$ cat config.mk
export PLATFORM = sky130hd
export DESIGN_NAME = polar_encoder_iter_flat
export DESIGN_NICKNAME = d
export VERILOG_FILES = /design/src/rtl/polar_encoder_iter_if.sv /design/src/rtl/polar_encoder_iter.sv /design/src/flat_wrapper.sv
export SDC_FILE = /design/constraint.sdc
export NUM_CORES = 1
export LEC_CHECK = 0
export BUFFER_PORTS_ARGS = -buffer_cell sky130_fd_sc_hd__buf_2
export CAP_MARGIN = 20
export CORE_ASPECT_RATIO = 1.4
export CORE_UTILIZATION = 35
export CTS_CLUSTER_SIZE = 28
export DETAILED_ROUTE_END_ITERATION = 12
export PLACE_DENSITY_LB_ADDON = 0.25
export SLEW_MARGIN = 20
export SYNTH_ARGS = -nofsm -noshare
export SYNTH_HDL_FRONTEND = slang
export SYNTH_SLANG_ARGS = --single-unit
$ cat constraint.sdc
create_clock -name clk -period 3.5 [get_ports clk]
set_clock_uncertainty 0.1 [all_clocks]
set_input_delay 0.175 -clock clk [delete_from_list [all_inputs] [get_ports clk]]
set_output_delay 0.175 -clock clk [all_outputs]
set_load 0.02 [all_outputs]
$ cat src/rtl/polar_encoder_iter_if.sv
// Block-level valid/ready bundle between segmentation, polar encoder and rate-matcher.
// The encoder sits on the slave side; its neighbours use the master view.
interface polar_encoder_iter_if #(
    parameter int N = 8,
    parameter int K = 4
) ();
    logic         in_valid;
    logic         in_ready;
    logic [K-1:0] data_in;
    logic         out_valid;
    logic         out_ready;
    logic [N-1:0] data_out;

    modport slave (
        input  in_valid,
        input  data_in,
        input  out_ready,
        output in_ready,
        output out_valid,
        output data_out
    );

    modport master (
        output in_valid,
        output data_in,
        output out_ready,
        input  in_ready,
        input  out_valid,
        input  data_out
    );
endinterface

$ cat src/rtl/polar_encoder_iter.sv
// Iterative (N,K) polar encoder: x = u * F^(kron n), one butterfly stage per clock.
// Info bits fill the non-frozen positions in ascending order; frozen positions are zero.
module polar_encoder_iter #(
    parameter int           N           = 8,
    parameter int           K           = 4,
    parameter logic [N-1:0] FROZEN_MASK = 8'b0001_0111,
    parameter int           LOG2N       = 3
) (
    input  logic                 clk,
    input  logic                 rst,
    polar_encoder_iter_if.slave  bus,
    output logic                 busy,
    output logic [15:0]          blk_cnt
);

    localparam int SW = (LOG2N > 0) ? LOG2N : 1;

    localparam logic [1:0] S_IDLE  = 2'd0;
    localparam logic [1:0] S_STAGE = 2'd1;
    localparam logic [1:0] S_DONE  = 2'd2;

    localparam logic [SW-1:0] LAST = SW'(LOG2N - 1);

    function automatic logic [N-1:0] map_info(input logic [K-1:0] d);
        int j;
        map_info = '0;
        j = 0;
        for (int i = 0; i < N; i++) begin
            if (!FROZEN_MASK[i]) begin
                if (j < K) map_info[i] = d[j];
                j++;
            end
        end
    endfunction

    // Stage s pairs i with i + 2^s; the lower index absorbs the XOR.
    function automatic logic [N-1:0] butterfly(
        input logic [N-1:0]  u,
        input logic [SW-1:0] s
    );
        butterfly = u;
        for (int i = 0; i < N; i++) begin
            if (((i >> s) & 1) == 0) begin
                butterfly[i] = u[i] ^ u[i + (1 << s)];
            end
        end
    endfunction

    logic [1:0]    state_q, state_d;
    logic [N-1:0]  u_q, u_d;
    logic [SW-1:0] stg_q, stg_d;
    logic [N-1:0]  dout_q, dout_d;
    logic [15:0]   blk_cnt_q, blk_cnt_d;

    logic          in_ready;
    logic [N-1:0]  u_map;
    logic [N-1:0]  u_stage;

    assign in_ready = (state_q == S_IDLE) ||
                      ((state_q == S_DONE) && bus.out_ready);

    assign u_map   = map_info(bus.data_in);
    assign u_stage = butterfly(u_q, stg_q);

    always_comb begin
        state_d   = state_q;
        u_d       = u_q;
        stg_d     = stg_q;
        dout_d    = dout_q;
        blk_cnt_d = blk_cnt_q;
        unique case (state_q)
            S_IDLE: begin
                if (bus.in_valid) begin
                    u_d     = u_map;
                    stg_d   = '0;
                    state_d = S_STAGE;
                end
            end
            S_STAGE: begin
                u_d   = u_stage;
                stg_d = stg_q + 1'b1;
                if (stg_q == LAST) begin
                    dout_d  = u_stage;
                    state_d = S_DONE;
                end
            end
            S_DONE: begin
                if (bus.out_ready) begin
                    blk_cnt_d = blk_cnt_q + 16'd1;
                    state_d   = S_IDLE;
                    // Same-cycle hand-over keeps back-to-back blocks at LOG2N+1 cycles.
                    if (bus.in_valid) begin
                        u_d     = u_map;
                        stg_d   = '0;
                        state_d = S_STAGE;
                    end
                end
            end
            default: state_d = S_IDLE;
        endcase
    end

    always_ff @(posedge clk) begin
        if (rst) begin
            state_q   <= S_IDLE;
            u_q       <= '0;
            stg_q     <= '0;
            dout_q    <= '0;
            blk_cnt_q <= '0;
        end else begin
            state_q   <= state_d;
            u_q       <= u_d;
            stg_q     <= stg_d;
            dout_q    <= dout_d;
            blk_cnt_q <= blk_cnt_d;
        end
    end

    assign bus.in_ready  = in_ready;
    assign bus.out_valid = (state_q == S_DONE);
    assign bus.data_out  = dout_q;
    assign busy          = (state_q != S_IDLE);
    assign blk_cnt       = blk_cnt_q;

endmodule
$ cat src/flat_wrapper.sv
// flat-port wrapper written by rule: the top's interface ports become plain ports
module polar_encoder_iter_flat 
#(
    parameter int           N           = 8,
    parameter int           K           = 4,
    parameter logic [N-1:0] FROZEN_MASK = 8'b0001_0111,
    parameter int           LOG2N       = 3
)
  (clk, rst, busy, blk_cnt, bus_in_valid, bus_data_in, bus_out_ready, bus_in_ready, bus_out_valid, bus_data_out);
  polar_encoder_iter_if #(.N(N), .K(K)) bus_i ();
  input  logic clk;
  input  logic rst;
  output logic busy;
  output logic [15:0] blk_cnt;
  input wire logic [$bits(bus_i.in_valid)-1:0] bus_in_valid;
  input wire logic [$bits(bus_i.data_in)-1:0] bus_data_in;
  input wire logic [$bits(bus_i.out_ready)-1:0] bus_out_ready;
  output wire logic [$bits(bus_i.in_ready)-1:0] bus_in_ready;
  output wire logic [$bits(bus_i.out_valid)-1:0] bus_out_valid;
  output wire logic [$bits(bus_i.data_out)-1:0] bus_data_out;
  assign bus_i.in_valid = bus_in_valid;
  assign bus_i.data_in = bus_data_in;
  assign bus_i.out_ready = bus_out_ready;
  assign bus_in_ready = bus_i.in_ready;
  assign bus_out_valid = bus_i.out_valid;
  assign bus_data_out = bus_i.data_out;
  polar_encoder_iter #(.N(N), .K(K), .FROZEN_MASK(FROZEN_MASK), .LOG2N(LOG2N)) u_core (.clk(clk), .rst(rst), .bus(bus_i), .busy(busy), .blk_cnt(blk_cnt));
endmodule
==> results_dict.tcl, run 1 <==
set metrics [dict create \
    run_status "complete, no violations" \
    grt_first_pass_wirelength_mm 9.57 \
    ios 35 \
    dr.first_iter.drc_count 97 \
    leading_cell_types_in_the_layout_fill_and_taps_excluded "37 x sky130_fd_sc_hd__dfxtp_1, 34 x sky130_fd_sc_hd__nor2_1, 34 x sky130_fd_sc_hd__buf_2" \
    post-route-drc-count 0 \
    ys_top_cells_by_area "sky130_fd_sc_hd__dfxtp_1 33%, sky130_fd_sc_hd__nor2_1 5.6%, sky130_fd_sc_hd__nand2_1 5.5%, sky130_fd_sc_hd__xor2_1 5.4%, sky130_fd_sc_hd__mux2i_1 4.4%" \
    drt-vias-per-instance 5.51 \
    hp-class "input port to flip-flop" \
    worst_setup_path_start_kind "flip-flop" \
    irDropWorstVdd_mv 0.186 \
    max_slew_margin 0.501 \
    root_buffer_selected_by_cts "sky130_fd_sc_hd__clkbuf_8" \
    number_of_buffers_added_on_ports 34 \
    rsz_0062_raised_after_global_routing "no" \
    synth_area_per_cell_sq_um 8.05 \
    critical_path.max_stage_delay_ps 530 \
    n_fill_cell 643 \
    maximum_number_of_pins_on_one_net_before_global_route_repair 40 \
    hold_path.startpoint "bus_data_in[0]" \
    die_area_sq_um 6790 \
    hold_crit_endpoint "u_core.u_q[3]" \
    finish.instance_area_sq_um 2580 \
    cts_hold_buf 0 \
    final_cells 381 \
    critical_path.n_buffers_inverters 3 \
    first_global_vias 1972 \
    final-max-slew-violation-count 0 \
    path_common_cell "sky130_fd_sc_hd__inv_1" \
    layout_commonest_cell "sky130_fd_sc_hd__dfxtp_1" \
    htreeDepth 2 \
    power.leakage_nw 1.03 \
    tritoncts_clock_tree "built" \
    reg2reg_setup_slack_ps 530 \
    number_of_antenna_violations_at_the_first_check_in_global_routing 0 \
    synth_top_cell_by_area "sky130_fd_sc_hd__dfxtp_1" \
    post_synth_instance_area_sq_um 2260 \
    critical_path_arrival_ps 3030 \
    timing.critical_path.max_delay_family "multiplexers" \
    syn-instance-count 281 \
    global_route.overflow_total 0 \
    insertedDiodeCount 0 \
    floorplan.die.width_um 69.9 \
    layout.nets 323 \
    placed_area_sq_um 2460 \
    place_hpwl_mm 4.09 \
    critical_path_class "flip-flop to flip-flop" \
    setup_tns_ps 0 \
    synth_seq_cells 37 \
    drt_first_pass_iters 4 \
    hold-path-cell-count 3 \
    worst_r2r_path_depth 11 \
    cp-end-kind "flip-flop" \
    place.gp.congestion 0.886 \
    total_number_of_vias 2100 \
    die_height_um 97.1 \
    crit_path_cell_trace "inv_1 -> ha_1 -> inv_1 -> nor2_1 -> inv_1 -> ha_1 -> mux4_2 -> a32oi_2 -> mux2i_1 -> a221oi_2 -> nor2_1" \
    layout-area-overhead-vs-synth_pct 14.3 \
    final-hold-violation-count 0 \
    finalSetupViolCount 0 \
    timing.final.crit_period_ps 2970 \
    drt_wl_total_mm 5.64 \
    synth-main-ff-cell "sky130_fd_sc_hd__dfxtp_1" \
    critical_path.max_fanout 7 \
    rows 34 \
    power-per-cell-area_nw_per_um2 399 \
    warnings_synthesis 0 \
    design.core.area_sq_um 6210 \
    critical_path_required_ps 3560 \
    number_of_cells_after_detailed_placement 373 \
    ys_async_sr_fraction 0 \
    worstMarginPinSlew_ps 748 \
    start_util 0.364 \
    seq_area_frac_synth 0.328 \
    path_clk_slew_ps 80 \
    cts_made_buffers 5 \
    critical-path-slowest-cell "sky130_fd_sc_hd__mux4_2" \
    achievable-frequency_ghz 0.336 \
    grt_usage 0.175 \
    post_synth_num_cell_types 54 \
    numClockSinks 37 \
    postSynthNetCount 296 \
    r2r-start "u_core.stg_q[1]" \
    finalCritPeriodShare 0.850 \
    worst_r2r_endpoint "u_core.u_q[1]" \
    synth_enable_flop_cells 0 \
    cts_resized 0 \
    layout-drive-gt1-share 0.178 \
    clockBufferDepth 2 \
    worstSkewPairLatency_ps 290 \
    postRouteAntennaNets 0 \
    post-synth-top-area-fraction 0.328 \
    wl_per_cell_um 14.8 \
    post-cts-setup-buffer-count 0 \
    maxCapViolCount 0 \
]
## through the flow
step / worst slack (ps) / power [mW] / util / hold WS, ps
5_1_grt: 237 / 1.09 / 0.416 / 61.0
2_1_floorplan: 815 / 0.602 / - / 235
4_1_cts: 540 / 1.04 / 0.416 / 66.7
6_report: 526 / 1.03 / 0.416 / 66.8
3_5_place_dp: 564 / 0.645 / 0.397 / 343
3_3_place_gp: 636 / 0.641 / 0.397 / 342
## layer usage
metal / global-route usage / wire length (um) / vias to the layer above
met5: 0 / 0 / -
met4: 0.0615 / 99 / 0
met3: 0.0332 / 250 / 10
met2: 0.306 / 2900 / 61
met1: 0.210 / 2390 / 971
li1: - / - / 1058
## power by group
| group | internal (mW) | total [mW] | switching [mW] |
|---|---|---|---|
| registers | 0.431 | 0.450 | 0.0196 |
| logic | 0.0733 | 0.187 | 0.113 |
| clock network | 0.232 | 0.395 | 0.163 |
| total | 0.736 | 1.03 | 0.296 |
## state kept, by name (all words and copies together) (netlist names)
| signal | flops |
|---|---|
| u_core.blk_cnt | 16 |
| u_core.bus.data_out | 8 |
| u_core.u_q | 8 |
| u_core.stg_q | 3 |
| u_core.state_q | 2 |
## how the worst max path moves through the flow
stage                                from             to  depth (start not counted)
after global routing      u_core.stg_q[0]  u_core.u_q[7]                         10
final                     u_core.stg_q[1]  u_core.u_q[1]                         11
after detailed placement  u_core.stg_q[1]  u_core.u_q[1]                         11
after global placement    u_core.stg_q[1]  u_core.u_q[1]                         11
after floorplan           u_core.stg_q[1]  u_core.u_q[1]                         11
after CTS                 u_core.stg_q[1]  u_core.u_q[1]                         11
## kinds of logic after synthesis
kind of cell | after synthesis | share of synthesized area
adder cells (fa/ha/maj) | 7 | 0.0387
buffers and inverters | 26 | 0.0531
AND/OR/NAND/NOR | 122 | 0.261
multiplexers | 12 | 0.0642
flip-flops | 37 | 0.328
AO/OA/AOI/OAI | 58 | 0.182
XOR/XNOR | 19 | 0.0736
## worst reg2reg max path, delay by kind of cell, from the launching register on
family,cells,cell delay (ps)
mux,2,650
compound gates,2,460
buf+inv,3,320
simple gates,2,320
fa+ha+maj,2,610
flops,1,380
## area by class of cell
| cell class | count | area, sq um | area share |
|---|---|---|---|
| Multi-Input combinational cell | 218 | 1400 | 0.542 |
| Clock inverter | 2 | 37.5 | 0.0145 |
| Inverter | 8 | 32.5 | 0.0126 |
| Clock buffer | 6 | 82.6 | 0.0320 |
| Timing Repair Buffer | 38 | 200 | 0.0775 |
| Tap cell | 72 | 90.1 | 0.0349 |
| Sequential cell | 37 | 741 | 0.287 |
## cell usage after synthesis (all sizes together), types with 2 or more instances
cell / number
ha: 7
xnor2: 5
nor2: 34
and3: 2
nor3b: 2
nand4: 3
buf: 6
nor3: 9
or2: 2
a21oi: 13
a2111oi: 5
or4: 3
or3: 5
dfxtp: 37
nand2: 33
nand2b: 5
mux2i: 10
mux4: 2
o22ai: 2
nor2b: 6
a211oi: 3
a22oi: 3
clkbuf: 12
a31oi: 4
nand3: 12
o211ai: 2
inv: 8
o32ai: 2
o21ai: 12
a311oi: 2
xor2: 14
Power figures use the tool's default switching activity.
==> run 2: changes to the inputs <==
==> constraint.sdc (replaced) <==
create_clock -name clk -period 2.9 [get_ports clk]
set_clock_uncertainty 0.1 [all_clocks]
set_input_delay 0.145 -clock clk [delete_from_list [all_inputs] [get_ports clk]]
set_output_delay 0.145 -clock clk [all_outputs]
set_load 0.02 [all_outputs]
==> run 2 against run 1 <==
Global-route usage shrank 0.34 points. Cell count grew 1.8%. First-iteration DRC count grew 2.1%. Sequential share of layout area shrank 0.19 points. Via count shrank 0.76%. Largest power group unchanged. Highest routed layer unchanged.
==> results_dict.tcl, run 2 (synthesized netlist as in run 1, its figures left out) <==
set metrics [dict create \
    run_status "complete, no violations" \
    insertedDiodeCount 0 \
    layout-area-overhead-vs-synth_pct 15.1 \
    maxCapViolCount 0 \
    start_util 0.364 \
    critical_path.max_fanout 5 \
    number_of_antenna_violations_at_the_first_check_in_global_routing 0 \
    post-route-drc-count 0 \
    finalSetupViolCount 0 \
    cts_made_buffers 5 \
    seqPwrFrac 0.479 \
    maximum_number_of_pins_on_one_net_before_global_route_repair 24 \
    power_report.internal_total_mw 0.782 \
    drt-vias-per-instance 5.37 \
    grt_first_pass_wirelength_mm 9.41 \
    design.core.area_sq_um 6210 \
    worstMarginPinSlew_ps 713 \
    worst_hold_slack_ps 22.2 \
    postRouteAntennaNets 0 \
    ios 35 \
    achievable-frequency_ghz 0.373 \
    worst_r2r_endpoint "u_core.u_q[1]" \
    irDropWorstVdd_mv 0.164 \
    root_buffer_selected_by_cts "sky130_fd_sc_hd__clkbuf_8" \
    layout.nets 330 \
    critical_path_required_ps 2980 \
    finalCritPeriodShare 0.924 \
    r2r-start "u_core.stg_q[0]" \
    tritoncts_clock_tree "built" \
    path_clk_slew_ps 80 \
    worstSkewPairLatency_ps 290 \
    total_number_of_vias 2084 \
    postLayoutSetupSlackWorst_ps 221 \
    cts_hold_buf 0 \
    rsz_0062_raised_after_global_routing "no" \
    htreeDepth 2 \
    cp-end-kind "flip-flop" \
    numClockSinks 37 \
    floorplan.die.width_um 69.9 \
    setup_tns_ps 0 \
    number_of_flip_flops_in_the_largest_register 16 \
    power-per-cell-area_nw_per_um2 435 \
    drt_first_pass_iters 4 \
    post-cts-setup-buffer-count 0 \
    hold_crit_endpoint "u_core.u_q[3]" \
    place_hpwl_mm 4.03 \
    number_of_buffers_added_on_ports 34 \
    critical_path_class "flip-flop to flip-flop" \
    worst_setup_path_start_kind "flip-flop" \
    grt_usage 0.171 \
    layout_commonest_cell "sky130_fd_sc_hd__dfxtp_1" \
    rows 34 \
    worst_r2r_path_depth 10 \
    hp-class "input port to flip-flop" \
    critical_path_arrival_ps 2760 \
    reg2reg_setup_slack_ps 220 \
    p_comb_frac 0.203 \
    leading_cell_types_in_the_layout_fill_and_taps_excluded "37 x sky130_fd_sc_hd__dfxtp_1, 34 x sky130_fd_sc_hd__nor2_1, 34 x sky130_fd_sc_hd__buf_2" \
    first_global_vias 1912 \
    drt_wl_total_mm 5.50 \
    dr.first_iter.drc_count 99 \
    die_height_um 97.1 \
    timing.final.crit_period_ps 2680 \
    clockBufferDepth 2 \
    die_area_sq_um 6790 \
    hold_path.startpoint "bus_data_in[0]" \
    p_sw_mw 0.351 \
    clock_power_share 0.317 \
    max_slew_margin 0.522 \
    global_route.overflow_total 0 \
    power.leakage_nw 1.05 \
    swShare 0.310 \
    dpl_worst_slack_ps 201 \
    final-max-slew-violation-count 0 \
    hold-path-cell-count 3 \
    wl_per_cell_um 14.2 \
    layout-drive-gt1-share 0.196 \
    final-hold-violation-count 0 \
    place.gp.congestion 0.871 \
]
-- run 2: cell count changes in the layout (fill, tap and decap cells not counted), sizes merged --
cell      change
buf           +7
bufinv        -1
clkinv        +2
clkinvlp      -1
-- run 2: cell type report --
class / instances / area [sq um]
fill: 650 / 3610
multi-input combinational: 218 / 1400
sequential: 37 / 741
timing repair buffer: 45 / 253
tap: 72 / 90.1
clock buffer: 6 / 72.6
inverter: 8 / 32.5
clock inverter: 2 / 10.0
-- run 2: power by group through the flow --
| stage | Combinational [mW] | Clock (mW) | Sequential, mW |
|---|---|---|---|
| after floorplan | 0.184 | 0 | 0.543 |
| after global placement | 0.229 | 0 | 0.554 |
| after detailed placement | 0.229 | 0 | 0.554 |
| after CTS | 0.230 | 0.370 | 0.542 |
| after global routing | 0.257 | 0.388 | 0.546 |
| final | 0.230 | 0.360 | 0.543 |
-- run 2: worst max-delay path, stage by stage (launching register included) --
cell	delay [ps]
sky130_fd_sc_hd__dfxtp_1	350
sky130_fd_sc_hd__inv_1	130
sky130_fd_sc_hd__ha_1	180
sky130_fd_sc_hd__nor2b_2	210
sky130_fd_sc_hd__inv_4	70
sky130_fd_sc_hd__ha_2	390
sky130_fd_sc_hd__mux4_2	520
sky130_fd_sc_hd__a32oi_2	220
sky130_fd_sc_hd__mux2i_1	120
sky130_fd_sc_hd__a221oi_2	220
sky130_fd_sc_hd__nor2_1	60
-- run 2: layer usage --
metal  vias up  routed length [um]  share of wire  track usage
met5         -                   0              0            0
met4         0                  75          0.014       0.0554
met3         7                 212          0.039       0.0342
met2        44                2760           0.50        0.289
met1       961                2450           0.45        0.216
li1       1072                   -              -            -
-- run 2: worst max-delay path by stage --
| stage | from | to | slack (ps) | depth (start not counted) |
|---|---|---|---|---|
| finish | u_core.stg_q[0] | u_core.u_q[1] | 220 | 10 |
| global route | u_core.stg_q[0] | u_core.u_q[1] | 40 | 10 |
| CTS | u_core.stg_q[0] | u_core.u_q[1] | 170 | 10 |
| detailed placement | u_core.stg_q[0] | u_core.u_q[1] | 200 | 10 |
| global placement | u_core.stg_q[0] | u_core.u_q[1] | 260 | 10 |
| floorplan | u_core.stg_q[1] | u_core.u_q[1] | 220 | 11 |
-- run 2: what timing repair did --
item                       4_1_cts  5_1_grt
resized for setup                0        1
setup endpoints to repair        0        1
hold endpoints to repair         0        0
-- run 2: stage by stage --
stage / power, mW / instances / utilization / cell area, sq um
global placement: 0.782 / 380 / 0.405 / 2520
floorplan: 0.727 / 281 / - / 2260
detailed placement: 0.783 / 380 / 0.405 / 2520
global route: 1.19 / 388 / 0.419 / 2600
finish: 1.13 / 388 / 0.419 / 2600
CTS: 1.14 / 388 / 0.418 / 2600
